**src/rtl/fft_lane_serializer_pkg.sv**
```systemverilog
// Shared definitions for the butterfly lane serializer: state encoding,
// lane-index width and default pointer stride.
package fft_lane_serializer_pkg;

  typedef enum logic {
    IDLE = 1'b0,
    EMIT = 1'b1
  } state_t;

  function automatic int lane_w(input int n);
    return (n <= 2) ? 1 : $clog2(n);
  endfunction

  // Lanes land in opposite halves of the next stage's address space by default.
  function automatic int default_stride(input int size);
    return 1 << (size - 1);
  endfunction

endpackage

```
**src/rtl/fft_lane_serializer_if.sv**
```systemverilog
// Producer/consumer bundle for the lane serializer.
// Handshake: a side transfers on a rising edge only when its valid and ready are
// both high; the sender holds data stable while valid is high and ready is low.
interface fft_lane_serializer_if
  import fft_lane_serializer_pkg::*;
#(
  parameter int bit_width = 16,
  parameter int SIZE      = 8,
  parameter int LANES     = 2
);
  localparam int LW = lane_w(LANES);

  logic [SIZE-1:0]            rd_ptr;
  logic [LANES*bit_width-1:0] Re_i;
  logic [LANES*bit_width-1:0] Im_i;
  logic                       in_valid;
  logic                       in_ready;
  logic                       out_ready;
  logic [bit_width-1:0]       Re_o;
  logic [bit_width-1:0]       Im_o;
  logic [SIZE-1:0]            wr_ptr;
  logic [LW-1:0]              lane_idx;
  logic                       last;
  logic                       out_valid;
  state_t                     dbg_state;

  modport slave (
    input  rd_ptr, Re_i, Im_i, in_valid, out_ready,
    output in_ready, Re_o, Im_o, wr_ptr, lane_idx, last, out_valid, dbg_state
  );

  modport master (
    output rd_ptr, Re_i, Im_i, in_valid, out_ready,
    input  in_ready, Re_o, Im_o, wr_ptr, lane_idx, last, out_valid, dbg_state
  );

endinterface

```
**src/rtl/fft_ptr_delay.sv**
```systemverilog
// Free-running register chain aligning rd_ptr with butterfly output latency.
// DEPTH of 0 degenerates to a plain wire.
module fft_ptr_delay #(
  parameter int WIDTH = 8,
  parameter int DEPTH = 3
) (
  input  logic             clk,
  input  logic             rst_n,
  input  logic [WIDTH-1:0] d,
  output logic [WIDTH-1:0] q
);

  generate
    if (DEPTH == 0) begin : g_wire
      assign q = d;
    end else begin : g_chain
      logic [WIDTH-1:0] stage [DEPTH];

      always_ff @(posedge clk or negedge rst_n) begin
        if (!rst_n) begin
          for (int i = 0; i < DEPTH; i++) stage[i] <= '0;
        end else begin
          stage[0] <= d;
          for (int i = 1; i < DEPTH; i++) stage[i] <= stage[i-1];
        end
      end

      assign q = stage[DEPTH-1];
    end
  endgenerate

endmodule

```
**src/rtl/fft_lane_serializer.sv**
```systemverilog
// Serializes LANES complex butterfly outputs into one stream with a strided
// write pointer for the next stage's memory.
module fft_lane_serializer
  import fft_lane_serializer_pkg::*;
#(
  parameter int bit_width   = 16,
  parameter int SIZE        = 8,
  parameter int LANES       = 2,
  parameter int PTR_DELAY   = 3,
  parameter int LANE_STRIDE = default_stride(SIZE)
) (
  input logic                 clk,
  input logic                 rst_n,
  fft_lane_serializer_if.slave bus
);

  localparam int              LW        = lane_w(LANES);
  localparam logic [SIZE-1:0] STRIDE    = SIZE'(LANE_STRIDE);
  localparam logic [LW-1:0]   LAST_LANE = LW'(LANES - 1);

  state_t               state;
  logic [SIZE-1:0]      ptr_d;
  logic [bit_width-1:0] re_bank [LANES];
  logic [bit_width-1:0] im_bank [LANES];
  logic                 accept;
  logic [LW-1:0]        lane_nxt;

  fft_ptr_delay #(.WIDTH(SIZE), .DEPTH(PTR_DELAY)) u_ptr_delay (
    .clk   (clk),
    .rst_n (rst_n),
    .d     (bus.rd_ptr),
    .q     (ptr_d)
  );

  // Accepting on the final lane's departure keeps back-to-back transfers bubble-free.
  assign bus.in_ready = rst_n && ((state == IDLE) ||
                        (state == EMIT && bus.last && bus.out_valid && bus.out_ready));
  assign accept        = bus.in_valid && bus.in_ready;
  assign lane_nxt      = bus.lane_idx + 1'b1;
  assign bus.dbg_state = state;

  always_ff @(posedge clk or negedge rst_n) begin
    if (!rst_n) begin
      state         <= IDLE;
      bus.Re_o      <= '0;
      bus.Im_o      <= '0;
      bus.wr_ptr    <= '0;
      bus.lane_idx  <= '0;
      bus.last      <= 1'b0;
      bus.out_valid <= 1'b0;
      for (int k = 0; k < LANES; k++) begin
        re_bank[k] <= '0;
        im_bank[k] <= '0;
      end
    end else if (accept) begin
      for (int k = 0; k < LANES; k++) begin
        re_bank[k] <= bus.Re_i[k*bit_width +: bit_width];
        im_bank[k] <= bus.Im_i[k*bit_width +: bit_width];
      end
      state         <= EMIT;
      bus.out_valid <= 1'b1;
      bus.Re_o      <= bus.Re_i[bit_width-1:0];
      bus.Im_o      <= bus.Im_i[bit_width-1:0];
      bus.wr_ptr    <= ptr_d;
      bus.lane_idx  <= '0;
      bus.last      <= 1'b0;
    end else begin
      case (state)
        IDLE: state <= IDLE;
        EMIT: begin
          if (bus.out_ready) begin
            if (!bus.last) begin
              // Stepping the pointer by STRIDE equals base + k*STRIDE modulo 2**SIZE.
              bus.Re_o     <= re_bank[lane_nxt];
              bus.Im_o     <= im_bank[lane_nxt];
              bus.wr_ptr   <= bus.wr_ptr + STRIDE;
              bus.lane_idx <= lane_nxt;
              bus.last     <= (lane_nxt == LAST_LANE);
            end else begin
              state         <= IDLE;
              bus.out_valid <= 1'b0;
            end
          end
        end
        default: state <= IDLE;
      endcase
    end
  end

endmodule

```
**src/flat_wrapper.sv**
```systemverilog
// flat-port wrapper written by rule: the top's interface ports become plain ports
module fft_lane_serializer_flat import fft_lane_serializer_pkg::*;
#(
  parameter int bit_width   = 16,
  parameter int SIZE        = 8,
  parameter int LANES       = 2,
  parameter int PTR_DELAY   = 3,
  parameter int LANE_STRIDE = default_stride(SIZE)
)
  (clk, rst_n, bus_rd_ptr, bus_Re_i, bus_Im_i, bus_in_valid, bus_out_ready, bus_in_ready, bus_Re_o, bus_Im_o, bus_wr_ptr, bus_lane_idx, bus_last, bus_out_valid, bus_dbg_state);
  fft_lane_serializer_if #(.bit_width(bit_width), .SIZE(SIZE), .LANES(LANES)) bus_i ();
  input logic clk;
  input logic rst_n;
  input wire logic [$bits(bus_i.rd_ptr)-1:0] bus_rd_ptr;
  input wire logic [$bits(bus_i.Re_i)-1:0] bus_Re_i;
  input wire logic [$bits(bus_i.Im_i)-1:0] bus_Im_i;
  input wire logic [$bits(bus_i.in_valid)-1:0] bus_in_valid;
  input wire logic [$bits(bus_i.out_ready)-1:0] bus_out_ready;
  output wire logic [$bits(bus_i.in_ready)-1:0] bus_in_ready;
  output wire logic [$bits(bus_i.Re_o)-1:0] bus_Re_o;
  output wire logic [$bits(bus_i.Im_o)-1:0] bus_Im_o;
  output wire logic [$bits(bus_i.wr_ptr)-1:0] bus_wr_ptr;
  output wire logic [$bits(bus_i.lane_idx)-1:0] bus_lane_idx;
  output wire logic [$bits(bus_i.last)-1:0] bus_last;
  output wire logic [$bits(bus_i.out_valid)-1:0] bus_out_valid;
  output wire logic [$bits(bus_i.dbg_state)-1:0] bus_dbg_state;
  assign bus_i.rd_ptr = bus_rd_ptr;
  assign bus_i.Re_i = bus_Re_i;
  assign bus_i.Im_i = bus_Im_i;
  assign bus_i.in_valid = bus_in_valid;
  assign bus_i.out_ready = bus_out_ready;
  assign bus_in_ready = bus_i.in_ready;
  assign bus_Re_o = bus_i.Re_o;
  assign bus_Im_o = bus_i.Im_o;
  assign bus_wr_ptr = bus_i.wr_ptr;
  assign bus_lane_idx = bus_i.lane_idx;
  assign bus_last = bus_i.last;
  assign bus_out_valid = bus_i.out_valid;
  assign bus_dbg_state = bus_i.dbg_state;
  fft_lane_serializer #(.bit_width(bit_width), .SIZE(SIZE), .LANES(LANES), .PTR_DELAY(PTR_DELAY), .LANE_STRIDE(LANE_STRIDE)) u_core (.clk(clk), .rst_n(rst_n), .bus(bus_i));
endmodule
```
**config.mk**
```make
export PLATFORM = sky130hd
export DESIGN_NAME = fft_lane_serializer_flat
export DESIGN_NICKNAME = d
export VERILOG_FILES = /design/src/rtl/fft_lane_serializer_pkg.sv /design/src/rtl/fft_lane_serializer_if.sv /design/src/rtl/fft_ptr_delay.sv /design/src/rtl/fft_lane_serializer.sv /design/src/flat_wrapper.sv
export SDC_FILE = /design/constraint.sdc
export NUM_CORES = 1
export LEC_CHECK = 0
export ABC_CLOCK_PERIOD_IN_PS = 1800
export CAP_MARGIN = 20
export CORE_ASPECT_RATIO = 0.6
export CORE_UTILIZATION = 50
export CTS_BUF_LIST = sky130_fd_sc_hd__clkbuf_8 sky130_fd_sc_hd__clkbuf_16
export DETAILED_ROUTE_END_ITERATION = 8
export PLACE_DENSITY = 0.79
export REMOVE_ABC_BUFFERS = 1
export SYNTH_ARGS = -nofsm -noshare
export SYNTH_HDL_FRONTEND = slang
export SYNTH_HIERARCHICAL = 1
export SYNTH_SLANG_ARGS = --single-unit
```
**constraint.sdc**
```tcl
create_clock -name clk -period 1.8 [get_ports clk]
set_input_delay 0.18 -clock clk [delete_from_list [all_inputs] [get_ports clk]]
set_output_delay 0.18 -clock clk [all_outputs]
set_load 0.05 [all_outputs]
```
After elaboration in Yosys (flattened, before gate mapping)

Cells that the tools add are included.

Add/sub/neg operators: 2
Multiply operators: 0
Div/mod/pow operators: 0
$lt $le $gt $ge: 1
Equal/unequal tests: 1
Shifts and indexed selects: 0
Mux-type cells: 34
Bitwise gates (word level): 2
Reductions and logical operators: 12

Operators with widths:

| operator            | number |
|---|---|
| $mux 16             | 14 |
| $mux 8              | 4 |
| $mux 1              | 15 |
| $add 8x8->8 const B | 1 |
| $reduce_and 3->1    | 2 |
| $reduce_bool 2->1   | 3 |
| $logic_and 1x1->1   | 5 |
| $ge 2x2->1 const B  | 1 |
| $ne 2x2->1 const B  | 1 |
| $not 1->2           | 1 |
| $pmux 1 s2          | 1 |
| $reduce_and 2->1    | 1 |
| $add 1x1->1 const B | 1 |
| $logic_or 1x1->1    | 1 |
| $not 1->1           | 1 |

Register bits after elaboration: 132
Bits in latches: 0
RAM bits: 0
Memory bits (read-only): 0
Bits of input ports: 76
Output and inout bits: 45
Word-level logic and storage cells: 66
Memories kept: 0

Logic depth before layout (Yosys ltp)

Depth in word-level cells: 9
Depth in mapped cells: 6
Gate-level depth less buffers: 3

Hierarchy

Netlist, hierarchy kept.

Modules (own cells, without submodules):

| module              | times used | cells each | area an instance (um^2) | sequential area each (um^2) |
|---|---|---|---|---|
| fft_lane_serializer | 1          | 408        | 5,216.3                 | 2,702.6 |
| fft_ptr_delay       | 1          | 32         | 660.6                   | 600.6 |

Worst setup path after synthesis

OpenSTA, ideal clock, no wires.

Path type: register -> output
Start point: register u_core.bus.out_valid
End point: output port bus_in_ready
Arrival: 2.391 ns
Required time: 1.620 ns
Path slack: -0.771 ns
Stages on the path, launching flop included: 5
Buffers on the path: 2
Cells stage by stage: dfrtp_1 > buf_4 > nand3_2 > clkbuf_1 > a21boi_0

Word-level cells in the longest chain between the ends: 4

RTL lines:

| item                            | line                         | RTL |
|---|---|---|
| from (decl)                     | fft_lane_serializer_if.sv:29 | `output in_ready, Re_o, Im_o, wr_ptr, lane_idx, last, out_valid, dbg_state` |
| from (signal assigned)          | fft_lane_serializer.sv:50    | `bus.out_valid <= 1'b0;` |
| from (signal assigned)          | fft_lane_serializer.sv:61    | `bus.out_valid <= 1'b1;` |
| from (signal assigned)          | fft_lane_serializer.sv:81    | `bus.out_valid <= 1'b0;` |
| $logic_and 1x1->1 (2 in series) | fft_lane_serializer.sv:37    | `(state == EMIT && bus.last && bus.out_valid && bus.out_ready));` |
| $logic_or 1x1->1                | fft_lane_serializer.sv:36    | `assign bus.in_ready = rst_n && ((state == IDLE) \|\|` |
| $logic_and 1x1->1               | fft_lane_serializer.sv:36    |  |
| to (decl)                       | flat_wrapper.sv:19           | `output wire logic [$bits(bus_i.in_ready)-1:0] bus_in_ready;` |

Every way passes these cells.

Worst setup path in the final report

Start point: register u_core.bus.Im_o[12]
End point: output port bus_Im_o[12]

RTL lines:

| item                   | line                         | RTL |
|---|---|---|
| from (decl)            | fft_lane_serializer_if.sv:29 |  |
| from (signal assigned) | fft_lane_serializer.sv:63    | `bus.Im_o <= bus.Im_i[bit_width-1:0];` |
| from (signal assigned) | fft_lane_serializer.sv:75    | `bus.Im_o <= im_bank[lane_nxt];` |
| to (decl)              | flat_wrapper.sv:21           | `output wire logic [$bits(bus_i.Im_o)-1:0] bus_Im_o;` |

No word-level cell between the ends.

==> results.json <==
{
  "post-route-period-util_pct": 98.3,
  "layout-drive-gt1-share_pct": 17.8,
  "netlist-cell-type-count": 27,
  "vdd_drop_max_mv": 0.908,
  "gp_congestion": 0.777,
  "synth_xor_area_share_pct": 0.149,
  "syn_inst": 440,
  "rsz0062_at_grt": "false",
  "core_um2": 11400,
  "area_growth_pct": 34.8,
  "synth_seq_area_share_pct": 56.2,
  "track_usage_pct": 27.3,
  "hold_viol": 0,
  "setup_viol": 0,
  "clock-sinks": 132,
  "grt_antenna_before_repair": 0,
  "ys_warn_count": 6,
  "finalClockSkew_ns": 0.0103,
  "diodes": 0,
  "hp-class": "in -> async",
  "clockBufferDepth": 2,
  "syn_area_um2": 5880,
  "dr_total_vias": 4411,
  "final_core_util_pct": 69.7,
  "portBuffers": 120,
  "firstDrtPassIters": 4,
  "maxCapViolations": 0,
  "yosys_register_bits": 132,
  "io_pins": 121,
  "critPathMaxFanout": 2,
  "synth_fa_ha_area_share_pct": 0,
  "powerDensity_nw_per_um2": 1890,
  "grt_max_degree": 121,
  "endpoint_kind": "output pin",
  "maxSlewViolCount": 0,
  "total_power_w": 0.0150,
  "wirelength_um": 15700,
  "cts.htree.levels": 4,
  "placed_cells": 691,
  "fin_tns_setup_ns": 0,
  "worstPathArrival_ns": 1.59,
  "postRouteAntennaNets": 0,
  "crit_chain": "clkdlybuf4s50_1",
  "synth_area_per_cell_um2": 13.4,
  "clk_pin_slew_ns": 0.05,
  "die_x_um": 142,
  "synthSimpleGateAreaFrac_pct": 5.00,
  "max_slew_margin_pct": 56.8,
  "cts-buffers-inserted": 17,
  "cts_tree": "built",
  "crit_type": "reg -> out",
  "vias_per_cell": 6.11,
  "fmax_mhz": 565,
  "path_delay_family": "buffers and inverters",
  "critPathLaunchType": "flip-flop",
  "rows": 30,
  "initialDrtViolationCount": 383,
  "insertion_delay_ns": 0.41,
  "status": "finished, final reports clean",
  "synth_compound_area_share_pct": 13.0,
  "yosys-mux-area-fraction_pct": 19.9,
  "post_drt_wl_per_cell_um": 21.7,
  "finalHoldWorstSlack_ns": 0.175,
  "p_leak_nw": 3.43,
  "final_cells": 722,
  "required_ns": 1.62,
  "die_h_um": 86.0,
  "drc": 0,
  "root_buffer": "clkbuf_16",
  "start_util_pct": 51.7,
  "first_global_vias": 4589,
  "synth_top_family_by_area": "multiplexers",
  "die_area_um2": 12200,
  "overflow": 0,
  "fin_crit_ns": 1.77,
  "critPathMaxStageDelay_ns": 0.81,
  "grt_pass1_wl_um": 24900,
  "slowest_stage": "clkdlybuf4s50_1",
  "worst_pin_slew_ns": 0.649,
  "hpwl_um": 9630,
  "worst-path-buf-inv": 1,
  "fin_nets": 628
}
-- per-layer routing --
layer | track usage, % | wire (um) | vias to the layer above
li1 | - | - | 1900
met1 | 39.1 | 6980 | 2233
met2 | 39.4 | 6910 | 259
met3 | 9.66 | 1680 | 19
met4 | 6.94 | 130 | 0
met5 | 0 | 0 | -
-- flip-flops by register name (all words and copies together), names as in the netlist --
name and flops:
u_core/im_bank 32, u_core/bus.out_valid 1, u_core/bus.Im_o 16, u_core/re_bank 32, u_core/bus.Re_o 16, u_core/u_ptr_delay/q 8, u_core/u_ptr_delay/g_chain.stage 16, u_core/bus.lane_idx 1
u_core/bus.dbg_state 1, u_core/bus.wr_ptr 8, u_core/bus.last 1
-- power breakdown --
group | total (W) | internal (W) | switching (W)
Clock | 0.00323 | 0.00204 | 0.00119
Sequential | 0.00502 | 0.00424 | 0.000784
Combinational | 0.00671 | 0.00280 | 0.00391
Total | 0.0150 | 0.00907 | 0.00589
-- cells by family (layout without fill, tap and decap cells) --
group | after synthesis | count (layout)
buffers and inverters | 57 | 179
flip-flops | 132 | 132
multiplexers | 104 | 104
XOR/XNOR | 1 | 1
AND/OR/NAND/NOR | 44 | 44
AO/OA/AOI/OAI | 102 | 102
-- final cells by class --
| cell class | instances | area [um^2] |
|---|---|---|
| clock buffers | 22 | 494 |
| clock inverters | 7 | 58.8 |
| fillers | 779 | 3450 |
| inverters | 1 | 3.75 |
| multi-input cells | 251 | 2260 |
| flip-flops and latches | 132 | 3310 |
| well taps | 160 | 200 |
| repair buffers | 149 | 1600 |
-- Yosys cell counts --
master | number | area (um^2)
and4_1 | 1 | 8.76
nand4_1 | 32 | 200
dfrtp_1 | 132 | 3300
and3_1 | 1 | 6.26
nand2_1 | 2 | 7.51
mux2_1 | 72 | 811
mux2_2 | 32 | 360
and3b_1 | 1 | 8.76
nand3b_1 | 1 | 7.51
a21oi_2 | 1 | 8.76
nand3_2 | 1 | 10.0
a21boi_0 | 1 | 7.51
o31ai_1 | 32 | 240
nand4_2 | 1 | 12.5
xnor2_1 | 1 | 8.76
buf_2 | 15 | 75.1
nor2_1 | 2 | 7.51
a211oi_1 | 64 | 480
nand3_1 | 1 | 5.00
clkbuf_1 | 20 | 75.1
nand3b_4 | 1 | 20.0
a31oi_1 | 1 | 6.26
buf_1 | 2 | 7.51
a21o_1 | 3 | 22.5
buf_4 | 11 | 82.6
buf_6 | 8 | 90.1
inv_1 | 1 | 3.75
-- stage by stage --
step	cell area (um^2)	worst slack (ns)
floorplan	5550	-2.75
global placement	7260	-0.0107
detailed placement	7260	-0.0269
CTS	7870	0.00165
global route	7920	0.000108
finish	7920	0.0307
-- cells in the final DEF (no fill, tap or decap), types with 2 or more instances in the layout --
| master | netlist | final |
|---|---|---|
| dfrtp_1 | 132 | 130 |
| clkdlybuf4s50_1 | 0 | 92 |
| mux2_1 | 72 | 72 |
| a211oi_1 | 64 | 64 |
| mux2_2 | 32 | 32 |
| nand4_1 | 32 | 32 |
| o31ai_1 | 32 | 32 |
| buf_4 | 11 | 22 |
| clkbuf_16 | 0 | 17 |
| dlymetal6s2s_1 | 0 | 17 |
| buf_12 | 0 | 10 |
| clkbuf_8 | 0 | 5 |
| inv_1 | 1 | 4 |
| dlygate4sd2_1 | 0 | 4 |
| a21o_1 | 3 | 3 |
| clkinv_2 | 0 | 2 |
| nand2_1 | 2 | 2 |
| nor2_1 | 2 | 2 |
| dfrtp_2 | 0 | 2 |
-- worst paths after layout --
path	endpoint	slack [ns]	from	depth (start not counted)
min in group clk	u_core/u_ptr_delay/g_chain.stage[19]$_DFF_PN0_	0.20	bus_rd_ptr[3]	1
max reg2reg	u_core/bus.Im_o[15]$_DFFE_PN0P_	0.20	u_core/bus.last$_DFFE_PN0P_	5
min reg2reg	u_core/u_ptr_delay/q[2]$_DFF_PN0_	0.34	u_core/u_ptr_delay/g_chain.stage[10]$_DFF_PN0_	0
max in group asynchronous	u_core/re_bank[0]$_DFFE_PN0P_	0.72	rst_n	3
max	bus_Im_o[12]	0.03	u_core/bus.Im_o[12]$_DFFE_PN0P_	1
min	u_core/bus.lane_idx$_DFFE_PN0P_	0.18	rst_n	2
-- repair_timing --
action	4_1_cts	5_1_grt
gates cloned	1	0
gates resized for setup	9	20
buffers inserted	0	0
hold buffers	1	0
setup endpoints to repair	5	18
endpoints found under the hold margin	12	0
(Power assumes the default switching activity.)
